[config.mk]
export PLATFORM = sky130hd
export DESIGN_NAME = time_code_gen
export DESIGN_NICKNAME = d
export VERILOG_FILES = /design/src/rtl/time_pkg.sv /design/src/rtl/tick_prescaler.sv /design/src/rtl/time_code_gen.sv
export SDC_FILE = /design/constraint.sdc
export NUM_CORES = 1
export LEC_CHECK = 0
export ABC_AREA = 1
export BUFFER_PORTS_ARGS = -buffer_cell sky130_fd_sc_hd__buf_2
export CORE_AREA = 2 2 89 91
export DETAILED_ROUTE_END_ITERATION = 7
export DIE_AREA = 0 0 91 93
export SYNTH_ARGS = -nofsm -noshare
export SYNTH_HDL_FRONTEND = slang
export SYNTH_HIERARCHICAL = 1
export SYNTH_SLANG_ARGS = --single-unit
[constraint.sdc]
create_clock -name clk -period 1.7 [get_ports clk]
set_clock_uncertainty 0.2 [all_clocks]
set_input_delay 0 -clock clk [delete_from_list [all_inputs] [get_ports clk]]
set_output_delay 0 -clock clk [all_outputs]
set_load 0.02 [all_outputs]
[src/rtl/time_pkg.sv]
// time_pkg: time-band codes and hour/minute limits shared by the day clock and lighting logic.
package time_pkg;
    localparam logic [3:0] TC_NONE      = 4'b0000;
    localparam logic [3:0] TC_MORNING   = 4'b0001;
    localparam logic [3:0] TC_AFTERNOON = 4'b0010;
    localparam logic [3:0] TC_EVENING   = 4'b0100;
    localparam logic [3:0] TC_NIGHT     = 4'b1000;
    localparam logic [4:0] H_MORNING    = 5'd6;
    localparam logic [4:0] H_AFTERNOON  = 5'd12;
    localparam logic [4:0] H_EVENING    = 5'd18;
    localparam logic [4:0] H_NIGHT      = 5'd22;
    localparam logic [4:0] MAX_HOUR     = 5'd23;
    localparam logic [5:0] MAX_MIN      = 6'd59;

    function automatic logic [3:0] band_of(input logic [4:0] h);
        return (h < H_MORNING)   ? TC_NIGHT :
               (h < H_AFTERNOON) ? TC_MORNING :
               (h < H_EVENING)   ? TC_AFTERNOON :
               (h < H_NIGHT)     ? TC_EVENING : TC_NIGHT;
    endfunction
endpackage

[src/rtl/tick_prescaler.sv]
// tick_prescaler: divides the clock down to a one-cycle tick every TICKS cycles while enabled.
module tick_prescaler #(
    parameter int TICKS = 50_000_000
) (
    input  logic clk,
    input  logic rst_n,
    input  logic en,
    input  logic clr,
    output logic tick
);
    localparam int W = $clog2(TICKS);
    localparam logic [W-1:0] LAST = W'(TICKS - 1);

    logic [W-1:0] cnt;

    assign tick = en && (cnt == LAST);

    always_ff @(posedge clk or negedge rst_n) begin
        if (!rst_n)
            cnt <= '0;
        else if (clr || tick)
            cnt <= '0;
        else if (en)
            cnt <= cnt + 1'b1;
    end
endmodule

[src/rtl/time_code_gen.sv]
// time_code_gen: simulated day clock with range-checked time set and one-hot time-band output.
module time_code_gen
    import time_pkg::*;
#(
    parameter int TICKS_PER_MIN = 50_000_000,
    parameter int RESET_HOUR    = 0
) (
    input  logic       clk,
    input  logic       rst_n,
    input  logic       run,
    input  logic       set_en,
    input  logic [4:0] set_hour,
    input  logic [5:0] set_min,
    output logic [4:0] hour,
    output logic [5:0] minute,
    output logic [3:0] tcode,
    output logic       band_chg,
    output logic       set_err
);
    logic       tick;
    logic       set_ok;
    logic [3:0] band;

    assign set_ok = set_en && (set_hour <= MAX_HOUR) && (set_min <= MAX_MIN);
    assign band   = band_of(hour);

    tick_prescaler #(.TICKS(TICKS_PER_MIN)) u_presc (
        .clk  (clk),
        .rst_n(rst_n),
        .en   (run),
        .clr  (set_ok),
        .tick (tick)
    );

    // A valid set overrides a coincident tick, so that tick is simply lost.
    always_ff @(posedge clk or negedge rst_n) begin
        if (!rst_n) begin
            hour     <= 5'(RESET_HOUR);
            minute   <= '0;
            tcode    <= TC_NONE;
            band_chg <= 1'b0;
            set_err  <= 1'b0;
        end else begin
            set_err  <= set_en && !set_ok;
            tcode    <= band;
            band_chg <= (tcode != TC_NONE) && (band != tcode);
            if (set_ok) begin
                hour   <= set_hour;
                minute <= set_min;
            end else if (tick) begin
                minute <= (minute == MAX_MIN) ? 6'd0 : minute + 6'd1;
                if (minute == MAX_MIN)
                    hour <= (hour == MAX_HOUR) ? 5'd0 : hour + 5'd1;
            end
        end
    end
endmodule

Word level (Yosys, flattened, before mapping)
Cells that the tools add are included.

storage, ports and cells
  bits of input ports = 15
  flip-flop bits (word level) = 43
  output and inout port bits = 17

cells by class
  multiplexer cells = 13
  equality and inequality tests = 4
  add/subtract/negate cells = 3
  reductions and logical operators = 12
  $lt $le $gt $ge = 6

operators with widths
  kind                     count
  $mux W26                 2
  $add A26 B1 Y26 const B  1
  $eq A26 B26 Y1 const B   1
  $mux W5                  4
  $mux W6                  3
  $mux W4                  4
  $lt A5 B5 Y1 const B     2
  $add A6 B1 Y6 const B    1
  $eq A6 B6 Y1 const B     1
  $le A6 B6 Y1 const B     1
  $reduce_bool A2 Y1       3
  $add A5 B1 Y5 const B    1
  $eq A5 B5 Y1 const B     1
  $le A5 B5 Y1 const B     1
  $logic_and A1 B1 Y1      5
  $lt A5 B3 Y1 const B     1
  $lt A5 B4 Y1 const B     1
  $ne A4 B4 Y1             1
  $reduce_bool A4 Y1       1
  $reduce_and A2 Y1        1
  $logic_not A1 Y1         1
  $logic_or A1 B1 Y1       1

Longest topological paths before layout
Gate-level depths: netlist of run 1.

  word-level depth = 7
  depth in mapped cells = 11

By module
Netlist of run 1, hierarchy kept.

modules (own cells, without submodules)
  module          seq. area each (sq um)  cells each  instances  area each (sq um)
  tick_prescaler  650.6                   284         1          1,853.0
  time_code_gen   425.4                   147         1          1,038.5

Least setup slack after synthesis of run 1
Ideal clock, no wire load.

  kind = reg-to-reg
  start = reg u_presc.cnt[0]
  end = reg hour[0]
  arrival time = 1.524 ns
  buffers on the path = 0
  setup slack = -0.101 ns
  period minus slack after synthesis = 1.801 ns
  setup time = 0.077 ns
  stages on the path, launching flop included = 10
  cells stage by stage = dfrtp_1 -> ha_1 -> nand3_1 -> nor2_1 -> nand2_1 -> nor2_1 -> inv_1 -> o21ai_4 -> nor2_1 -> a21oi_1

between the ends
  word-level cells in the longest chain between the ends = 4

RTL lines
  what                          line                  text
  start: declaration            tick_prescaler.sv:14  logic [W-1:0] cnt;
  start signal: assignment      tick_prescaler.sv:24  cnt <= cnt + 1'b1;
  $eq A26 B26 Y1                tick_prescaler.sv:16  assign tick = en && (cnt == LAST);
  $logic_and A1 B1 Y1           tick_prescaler.sv:16
  via tick                      time_code_gen.sv:20   logic tick;
  $reduce_bool A2 Y1 (no line)  n/a
  $reduce_and A2 Y1 (no line)   n/a
  end signal: assignment        time_code_gen.sv:38   hour <= 5'(RESET_HOUR);
  end signal: assignment        time_code_gen.sv:48   hour <= set_hour;
  end signal: assignment        time_code_gen.sv:53   hour <= (hour == MAX_HOUR) ? 5'd0 : hour + 5'd1;
  end: declaration              time_code_gen.sv:14   output logic [4:0] hour,

The timed path passes the listed nets, and every way through them passes these cells.
A chain may end at the register's enable or synchronous reset.

Final worst setup path of run 1
  start = reg u_presc.cnt[1]
  end = reg u_presc.cnt[4]

between the ends
  word-level cells in the longest chain between the ends = 4
  elaborated cells on any way between the ends = 7
  classes of those cells = add/sub: 1; eq/ne: 1; mux: 2; reduce/logical: 3

RTL lines
  what
  branches (longest 4 deep; another with $add A26 B1 Y26)

Parallel ways; which one is timed is not known. The select of a mux whose other input is x is not followed.

==> qor.yml, run 1 <==
layout:
  nets: 539
  final_cells: 624
  diodes: 0
  post-route-util_pct: 51.4
  drive_gt1_share_pct: 25.3
  final_common_cell: "nand2_1"
  fill_cells: 776
  area_growth_syn_to_layout_pct: 33.8
  layout_common_cells: "nand2_1, nor2_1, inv_1"
placed_design:
  dp_cells: 598
  hpwl_mm: 5.45
  portBuffers: 31
  place_congestion: 0.878
worst_setup_path:
  max_stage_delay_ns: 0.36
  cp.buffers_inverters: 1
  path_cells: "ha_2 > nand2_1 > nor2_4 > nand2_1 > nor2_2 > nand2_4 > buf_4 > nand4_1 > nand2_1"
  worst_r2r_path_depth: 9
  path_class: "flip-flop to flip-flop"
  crit_fanout: 4
  slowest_stage: "dfrtp_1"
  r2r_setup_slack_ns: -0.04
  startpoint_type: "flip-flop"
  path_common_cell: "nand2_1"
  cp_top_family: "simple AND/OR/NAND/NOR gates"
  worstReg2RegStart: "u_presc/cnt[1]"
  rr_endpoint: "u_presc/cnt[4]"
  arrival_ns: 1.73
  required_ns: 1.69
  end_kind: "flip-flop"
worst_hold_path:
  worstHoldPathType: "primary input to async pin"
power_and_ir_drop:
  p_per_area_mw_per_mm2: 770
  vdd_drop_max_mv: 0.435
  p_sw_share_pct: 32.5
  internal_power_mw: 2.01
  finalPower_mw: 2.98
  leakagePower_nw: 1.91
  seqPwrFrac_pct: 41.3
  combinationalPowerShare_pct: 26.3
  p_switching_mw: 0.970
  clkPwrFrac_pct: 32.4
routing:
  drt-vias-per-instance: 4.83
  drtIter0Drc: 149
  vias: 3012
  wl_mm: 7.51
  wl_per_cell_microns: 12.0
  drc: 0
  detail-route-antenna-nets: 0
  dr.pass1.iters: 4
timing:
  layout_setup_ws_ns: -0.0388
  slew_violations: 0
  maxSlewHeadroom_pct: 80.8
  whs_ns: 0.0113
  fin_crit_sh_pct: 102
  finalHoldViolCount: 0
  timing.fmax_mhz: 575
  setup_viol: 3
  rsz0062_at_grt: "yes"
  fin_crit_ns: 1.74
  tns_ns: -0.113
  tightest_slew_ns: 0.287
status:
  violations: "setup timing"
  outcome: "complete, but fails checks"
floorplanning:
  ios: 32
  start_util_pct: 38.4
  die_height_microns: 93
  rows: 32
  coreArea_sq_mm: 0.00753
  die_area_sq_mm: 0.00846
  die_w_microns: 91
clocking:
  root_buffer: "clkbuf_8"
  htreeDepth: 2
  cts-buffers-inserted: 5
  clock-sinks: 43
  clkTransAtPathRegs_ns: 0.08
  tritoncts: "done"
  cts.path.max_buffers: 2
  clock_latency_ns: 0.30
yosys:
  synth_cell_types: 29
  synth_seq_cells: 43
  synth-seq-area-share_pct: 37.2
  syn_avg_cell_area_sq_um: 6.71
  syn-instance-count: 431
  syn_area_sq_mm: 0.00289
  synth_nets: 449
  yosysWarnings: 6
global_routing:
  track_usage_pct: 18.6
  antenna_found_initial: 0
  grt-ovfl-total: 0
  grt_start_max_net_pins: 44
  grt_pass1_vias: 2899
  grt_pass1_wl_mm: 13.0
flow_run:
  maxCapViolations: 0
-- through the flow --
step	area, sq um	setup slack [ns]
2_1_floorplan	2900	0.0155
3_3_place_gp	3450	-0.0169
3_5_place_dp	3450	-0.0410
4_1_cts	3760	0.0144
5_1_grt	3870	-0.130
6_report	3870	-0.0388
-- state kept, by name, summed over array words and instances, names as in the netlist --
name,count
u_presc/cnt,26
minute,6
tcode,4
hour,5
set_err,1
band_chg,1
-- power groups by stage --
| stage | clock [mW] | combinational (mW) | sequential, mW |
|---|---|---|---|
| after floorplan | 0 | 0.372 | 1.35 |
| after global placement | 0 | 0.730 | 1.25 |
| after detailed placement | 0 | 0.739 | 1.25 |
| after CTS | 0.977 | 0.771 | 1.23 |
| after global routing | 1.04 | 0.889 | 1.25 |
| final | 0.965 | 0.785 | 1.23 |
-- area by class of cell --
class | instances | area, sq um | share of cell area [%]
multi-input combinational | 327 | 1680 | 43.5
sequential | 43 | 1080 | 27.8
timing repair buffer | 88 | 631 | 16.3
inverter | 56 | 216 | 5.60
tap | 102 | 128 | 3.30
clock buffer | 6 | 72.6 | 1.88
clock inverter | 2 | 60.1 | 1.55
-- kinds of logic (layout without fill, tap and decap cells) --
kind of cell | after synthesis | count (layout) | share of synthesized area, %
AO/OA/AOI/OAI | 22 | 23 | 4.54
XOR/XNOR | 8 | 8 | 2.42
buffers and inverters | 63 | 152 | 8.91
AND/OR/NAND/NOR | 292 | 293 | 45.6
flip-flops | 43 | 43 | 37.2
adder cells (fa/ha/maj) | 3 | 3 | 1.30
-- how the worst max path moves through the flow --
stage	from	to	slack, ns	cells after the start
after floorplan	u_presc/cnt[0]	hour[0]	0.02	9
after global placement	u_presc/cnt[0]	minute[0]	-0.02	9
after detailed placement	u_presc/cnt[0]	hour[2]	-0.04	9
after CTS	u_presc/cnt[0]	hour[1]	0.01	9
after global routing	u_presc/cnt[0]	u_presc/cnt[1]	-0.13	9
final	u_presc/cnt[1]	u_presc/cnt[4]	-0.04	9
-- cell usage after synthesis --
cell type	number	area share [%]
a21o_1	2	0.52
a21oi_1	5	0.87
and2_1	1	0.22
buf_2	2	0.35
buf_4	3	0.78
buf_6	1	0.39
clkbuf_1	1	0.13
dfrtp_1	43	37
ha_1	3	1.3
inv_1	56	7.3
nand2_1	135	18
nand2_2	9	1.9
nand2_4	2	0.78
nand3_1	35	6.1
nand3b_1	2	0.52
nand4_1	16	3.5
nand4_2	1	0.43
nor2_1	67	8.7
nor2_2	10	2.2
nor2_4	6	2.3
nor3_1	6	1.0
nor4_1	1	0.22
o211ai_1	2	0.52
o21ai_0	11	1.9
o21ai_1	1	0.17
o21ai_4	1	0.56
or2_2	1	0.22
xnor2_1	2	0.61
xor2_1	6	1.8
-- routing by layer --
metal / routed length, microns / GRT usage [%] / share of wire [%]
met1: 3460 / 23.6 / 46
met2: 3660 / 33.6 / 49
met3: 312 / 2.82 / 4.2
met4: 85 / 3.91 / 1.1
met5: 0 / 0 / 0
-- tightest hold or removal path, delay by kind of cell --
kind | cells | cell delay, ns
buffers and inverters | 3 | 0.89
-- repair_timing --
action | 4_1_cts | 5_1_grt
setup endpoints to repair | 17 | 37
resized for setup | 6 | 25
buffers inserted | 0 | 2
pin swaps | 3 | 9
endpoints found under the hold margin | 58 | 0
hold buffers | 14 | 0
cloned | 1 | 1
Note: power is estimated with default switching activity, not from simulation.
==> run 2, diff against run 1 <==
--- a/config.mk
+++ b/config.mk
@@ -10,6 +10,8 @@
 export CORE_AREA = 2 2 89 91
 export DETAILED_ROUTE_END_ITERATION = 7
 export DIE_AREA = 0 0 91 93
+export PLACE_DENSITY = 0.58
+export RECOVER_POWER = 50
 export SYNTH_ARGS = -nofsm -noshare
 export SYNTH_HDL_FRONTEND = slang
 export SYNTH_HIERARCHICAL = 1
==> run 2 against run 1 <==
Fmax down 0.18%. Sequential power hardly changed. Combinational power decreased by 0.6%. The flow still finishes with violations (setup timing). Critical path type unchanged. Via count fell by 0.66%. Utilization decreased by 0.17 points. Register-to-register slack about the same. Wire length increased by 1.1%. Die area is the same. Clock power down 24%. Flip-flop and latch count did not move. Power down 7.7%. First-iteration DRC count fell by 20%.
==> qor.yml, run 2 (synthesized netlist as in run 1, its figures left out) <==
global_routing:
  antenna_found_initial: 0
  grt_pass1_wl_mm: 13.1
  grt_start_max_net_pins: 44
  grt-ovfl-total: 0
  track_usage_pct: 19.0
  grt_pass1_vias: 2871
clocking:
  htreeDepth: 2
  tritoncts: "done"
  clock-sinks: 43
  cts-buffers-inserted: 5
  cts.path.max_buffers: 2
  clkTransAtPathRegs_ns: 0.10
  clock_latency_ns: 0.32
  root_buffer: "clkbuf_8"
floorplanning:
  coreArea_sq_mm: 0.00753
  die_w_microns: 91
  rows: 32
  ios: 32
  die_height_microns: 93
  die_area_sq_mm: 0.00846
  start_util_pct: 38.4
power_and_ir_drop:
  p_sw_share_pct: 37.3
  seqPwrFrac_pct: 44.8
  leakagePower_nw: 1.91
  vdd_drop_max_mv: 0.409
  finalPower_mw: 2.75
  p_per_area_mw_per_mm2: 713
  internal_power_mw: 1.72
  clkPwrFrac_pct: 26.8
  combinationalPowerShare_pct: 28.4
  p_switching_mw: 1.02
routing:
  routed-wl-met3_microns: 267
  wl_per_cell_microns: 12.1
  drtIter0Drc: 119
  dr.pass1.iters: 4
  drc: 0
  met2_wirelength_mm: 3.84
  met1_length_mm: 3.43
  wl_mm: 7.60
  vias: 2992
  drt-vias-per-instance: 4.78
  detail-route-antenna-nets: 0
  top_layer_used: "met4"
layout:
  layout_common_cells: "nand2_1, nor2_1, inv_1"
  nets: 541
  drive_gt1_share_pct: 27.3
  layout.area.seq_sq_mm: 0.00108
  diodes: 0
  fill_cells: 758
  post-route-util_pct: 51.2
  final_area_sq_mm: 0.00385
  area_growth_syn_to_layout_pct: 33.3
  top_regs: "u_presc/cnt: 26 flops, minute: 6 flops, hour: 5 flops"
  largest_reg_flops: 26
  regMostFlops: "u_presc/cnt"
  final_common_cell: "nand2_1"
  multiInputGateArea_sq_mm: 0.00169
worst_setup_path:
  crit_fanout: 3
  arrival_ns: 1.75
  required_ns: 1.71
  path_class: "flip-flop to flip-flop"
  startpoint_type: "flip-flop"
  end_kind: "flip-flop"
timing:
  tns_ns: -0.583
  tightest_slew_ns: 1.10
  timing.fmax_mhz: 574
  setup_viol: 32
  fin_crit_ns: 1.74
  slew_violations: 0
  layout_setup_ws_ns: -0.0420
  finalHoldViolCount: 0
  maxSlewHeadroom_pct: 26.9
  fin_crit_sh_pct: 102
  rsz0062_at_grt: "yes"
placed_design:
  place_ws_ns: -0.0366
  place_congestion: 0.829
  dpl_cell_area_sq_mm: 0.00347
  hpwl_mm: 5.46
  portBuffers: 31
flow_run:
  maxCapViolations: 0
worst_hold_path:
  worstHoldPathType: "primary input to flip-flop"
status:
  violations: "setup timing"
  outcome: "complete, but fails checks"
-- run 2: cell count changes in the layout (fill, tap and decap cells not counted), sizes merged --
cell,change
bufinv,-2
clkinvlp,-1
buf,+2
clkinv,+1
inv,+3
nand2,-1
-- run 2: layout make-up --
cell class,count,share of cell area (%)
clock inverter,3,0.682
multi-input combinational,326,43.9
clock buffer,5,1.79
timing repair buffer,91,16.8
tap,102,3.31
inverter,56,5.52
sequential,43,27.9
-- run 2: layer usage --
metal / GRT usage, % / vias up
met5: 0 / -
met2: 34.8 / 63
met4: 5.30 / 0
met1: 23.2 / 1380
li1: - / 1543
met3: 2.66 / 6
-- run 2: metrics by stage --
stage	hold WS [ns]	instances
floorplan	-0.496	431
global placement	-0.198	600
detailed placement	-0.198	600
CTS	0.00650	624
global route	0.239	626
finish	0.161	626
-- run 2: worst max-delay path, stage by stage (launching register included) --
cell and delay [ns]:
dfrtp_1 0.38, ha_2 0.22, nand2_2 0.09, nor2_4 0.15, nand2_1 0.07, nor2_1 0.13
nand2_2 0.14, buf_6 0.15, nand4_1 0.06, nand2_1 0.05
-- run 2: power by group through the flow --
stage / logic [mW] / clock network (mW) / registers (mW)
floorplan: 0.372 / 0 / 1.35
global placement: 0.734 / 0 / 1.25
detailed placement: 0.741 / 0 / 1.25
CTS: 0.776 / 0.757 / 1.23
global route: 0.888 / 0.792 / 1.25
finish: 0.780 / 0.738 / 1.23
-- run 2: final timing paths --
path / slack (ns) / end / depth (start not counted) / start
hold / removal: 0.16 / hour[1] / 6 / set_min[4]
setup reg to reg: -0.04 / u_presc/cnt[0] / 9 / u_presc/cnt[1]
max in group asynchronous: 0.32 / u_presc/cnt[15] / 3 / rst_n
setup / recovery: -0.04 / u_presc/cnt[0] / 9 / u_presc/cnt[1]
hold reg to reg: 0.39 / band_chg / 2 / tcode[3]
min in group asynchronous: 0.30 / u_presc/cnt[16] / 3 / rst_n
-- run 2: timing repair --
| item | CTS | global route |
|---|---|---|
| setup endpoints to repair | 18 | 37 |
| buffers inserted | 1 | 3 |
| resized for setup | 4 | 35 |
| cloned | 1 | 0 |
| pin swaps | 2 | 17 |
| hold buffers | 14 | 0 |
| endpoints found under the hold margin | 58 | 0 |
==> run 3, diff against run 2 <==
--- a/config.mk
+++ b/config.mk
@@ -11,7 +11,6 @@
 export DETAILED_ROUTE_END_ITERATION = 7
 export DIE_AREA = 0 0 91 93
 export PLACE_DENSITY = 0.58
-export RECOVER_POWER = 50
 export SYNTH_ARGS = -nofsm -noshare
 export SYNTH_HDL_FRONTEND = slang
 export SYNTH_HIERARCHICAL = 1
==> run 3 against run 2 <==
The flow finishes with violations (hold timing, setup timing). Sequential share of layout area decreased by 0.11 points. Non-clock buffer count is the same. Die area did not move. Utilization grew 0.20 points. Final area is 0.39% higher. Fmax barely moved. Sequential power about the same. First-iteration DRC count up 5.9%. Combinational power grew 0.6%. Critical endpoint unchanged. Largest power group unchanged.
==> qor.yml, run 3 (synthesized netlist as in run 1, its figures left out) <==
timing:
  fin_crit_ns: 1.74
  tightest_slew_ns: 0.347
  finalHoldViolCount: 16
  fin_crit_sh_pct: 103
  whs_ns: -0.0121
  slew_violations: 0
  setup_viol: 32
  timing.fmax_mhz: 574
  layout_setup_ws_ns: -0.0433
  maxSlewHeadroom_pct: 76.7
  rsz0062_at_grt: "yes"
worst_setup_path:
  startpoint_type: "flip-flop"
  end_kind: "flip-flop"
  path_class: "flip-flop to flip-flop"
  worstSetupStartpoint: "u_presc/cnt[1]"
  slowest_stage: "dfrtp_1"
  crit_fanout: 3
  arrival_ns: 1.75
  max_stage_delay_ns: 0.38
  required_ns: 1.71
  worstReg2RegStart: "u_presc/cnt[1]"
  cp.buffers_inverters: 1
  cp_top_family: "simple AND/OR/NAND/NOR gates"
  path_cells: "ha_2 > nand2_2 > nor2_4 > nand2_1 > nor2_1 > nand2_2 > buf_6 > nand4_1 > nand2_1"
floorplanning:
  coreArea_sq_mm: 0.00753
  ios: 32
  die_height_microns: 93
  die_area_sq_mm: 0.00846
  die_w_microns: 91
  start_util_pct: 38.4
  rows: 32
routing:
  dr.pass1.iters: 4
  drtIter0Drc: 126
  drc: 0
  detail-route-antenna-nets: 0
  wl_mm: 7.61
  vias: 2987
  wl_per_cell_microns: 12.2
  drt-vias-per-instance: 4.77
placed_design:
  hpwl_mm: 5.46
  portBuffers: 31
  place_ws_ns: -0.0366
  dpl_cell_area_sq_mm: 0.00347
  dp_cells: 600
  place_congestion: 0.829
clocking:
  cts-buffers-inserted: 5
  clkTransAtPathRegs_ns: 0.09
  cts.path.max_buffers: 2
  root_buffer: "clkbuf_8"
  tritoncts: "done"
  htreeDepth: 2
  clock_latency_ns: 0.32
  clock-sinks: 43
worst_hold_path:
  worstHoldPathType: "primary input to async pin"
power_and_ir_drop:
  internal_power_mw: 1.73
  vdd_drop_max_mv: 0.409
  p_per_area_mw_per_mm2: 712
  combinationalPowerShare_pct: 28.5
  p_sw_share_pct: 37.3
  clkPwrFrac_pct: 26.8
  p_switching_mw: 1.03
  seqPwrFrac_pct: 44.7
  leakagePower_nw: 1.91
global_routing:
  track_usage_pct: 19.0
  grt-ovfl-total: 0
  grt_pass1_wl_mm: 13.1
  antenna_found_initial: 0
  grt_start_max_net_pins: 44
  grt_pass1_vias: 2871
layout:
  area_growth_syn_to_layout_pct: 33.8
  diodes: 0
  final_area_sq_mm: 0.00387
  regMostFlops: "u_presc/cnt"
  post-route-util_pct: 51.4
  drive_gt1_share_pct: 27.3
  final_cells: 626
  nets: 541
  largest_reg_flops: 26
  final_common_cell: "nand2_1"
  layout_common_cells: "nand2_1, nor2_1, inv_1"
  top_regs: "u_presc/cnt: 26 flops, minute: 6 flops, hour: 5 flops"
status:
  outcome: "complete, but fails checks"
  violations: "hold timing, setup timing"
flow_run:
  maxCapViolations: 0
==> run 3: changes by cell type in the layout (fill, tap and decap cells not counted), sizes merged <==
cell	before	now
clkbuf	6	5
buf	76	77
==> run 3: routing by layer <==
layer / global-route usage, % / part of all wire (%) / wire [microns] / vias to the layer above
li1: - / - / - / 1542
met1: 23.2 / 46 / 3480 / 1382
met2: 34.8 / 50 / 3830 / 57
met3: 2.66 / 3.0 / 232 / 6
met4: 5.30 / 0.89 / 68 / 0
met5: 0 / 0 / 0 / -
==> run 3: layout make-up <==
type                       instances  area [sq um]
clock inverter                     3          26.3
timing repair buffer              91           664
sequential                        43          1080
inverter                          56           213
fill                             756          3660
tap                              102           128
clock buffer                       5          68.8
multi-input combinational        326          1690
==> run 3: timing repair <==
| action | 4_1_cts | 5_1_grt |
|---|---|---|
| hold endpoints to repair | 58 | 0 |
| pin swaps | 2 | 17 |
| hold buffers | 14 | 0 |
| cloned | 1 | 0 |
| resized for setup | 4 | 35 |
| setup buffers | 1 | 3 |
| setup endpoints to repair | 18 | 37 |
==> run 3: worst reg2reg max path: stages, from the launching register on <==
cell	delay (ns)
dfrtp_1	0.38
ha_2	0.23
nand2_2	0.09
nor2_4	0.16
nand2_1	0.07
nor2_1	0.13
nand2_2	0.14
buf_6	0.15
nand4_1	0.06
nand2_1	0.05
==> run 3: final timing paths <==
path                                   endpoint  slack (ns)  depth (start not counted)
worst min-delay path            u_presc/cnt[17]       -0.01                          3
max in group asynchronous        u_presc/cnt[8]        1.08                          3
worst max register to register   u_presc/cnt[0]       -0.04                          9
worst max-delay path             u_presc/cnt[0]       -0.04                          9
min in group clk                        hour[1]        0.16                          6
worst min register to register         band_chg        0.39                          2
==> run 3: power by group through the flow <==
stage	Sequential, mW	Clock (mW)	Combinational [mW]
floorplan	1.35	0	0.372
global placement	1.25	0	0.734
detailed placement	1.25	0	0.741
CTS	1.23	0.757	0.776
global route	1.25	0.792	0.893
finish	1.23	0.740	0.785
==> run 3: through the flow <==
step | TNS [ns] | power [mW] | hold slack (ns)
after floorplan | 0 | 1.73 | -0.496
after global placement | -0.0173 | 1.98 | -0.198
after detailed placement | -0.192 | 1.99 | -0.198
after CTS | 0 | 2.77 | 0.00650
after global routing | -4.68 | 2.94 | 0.0243
final | -0.643 | 2.76 | -0.0121
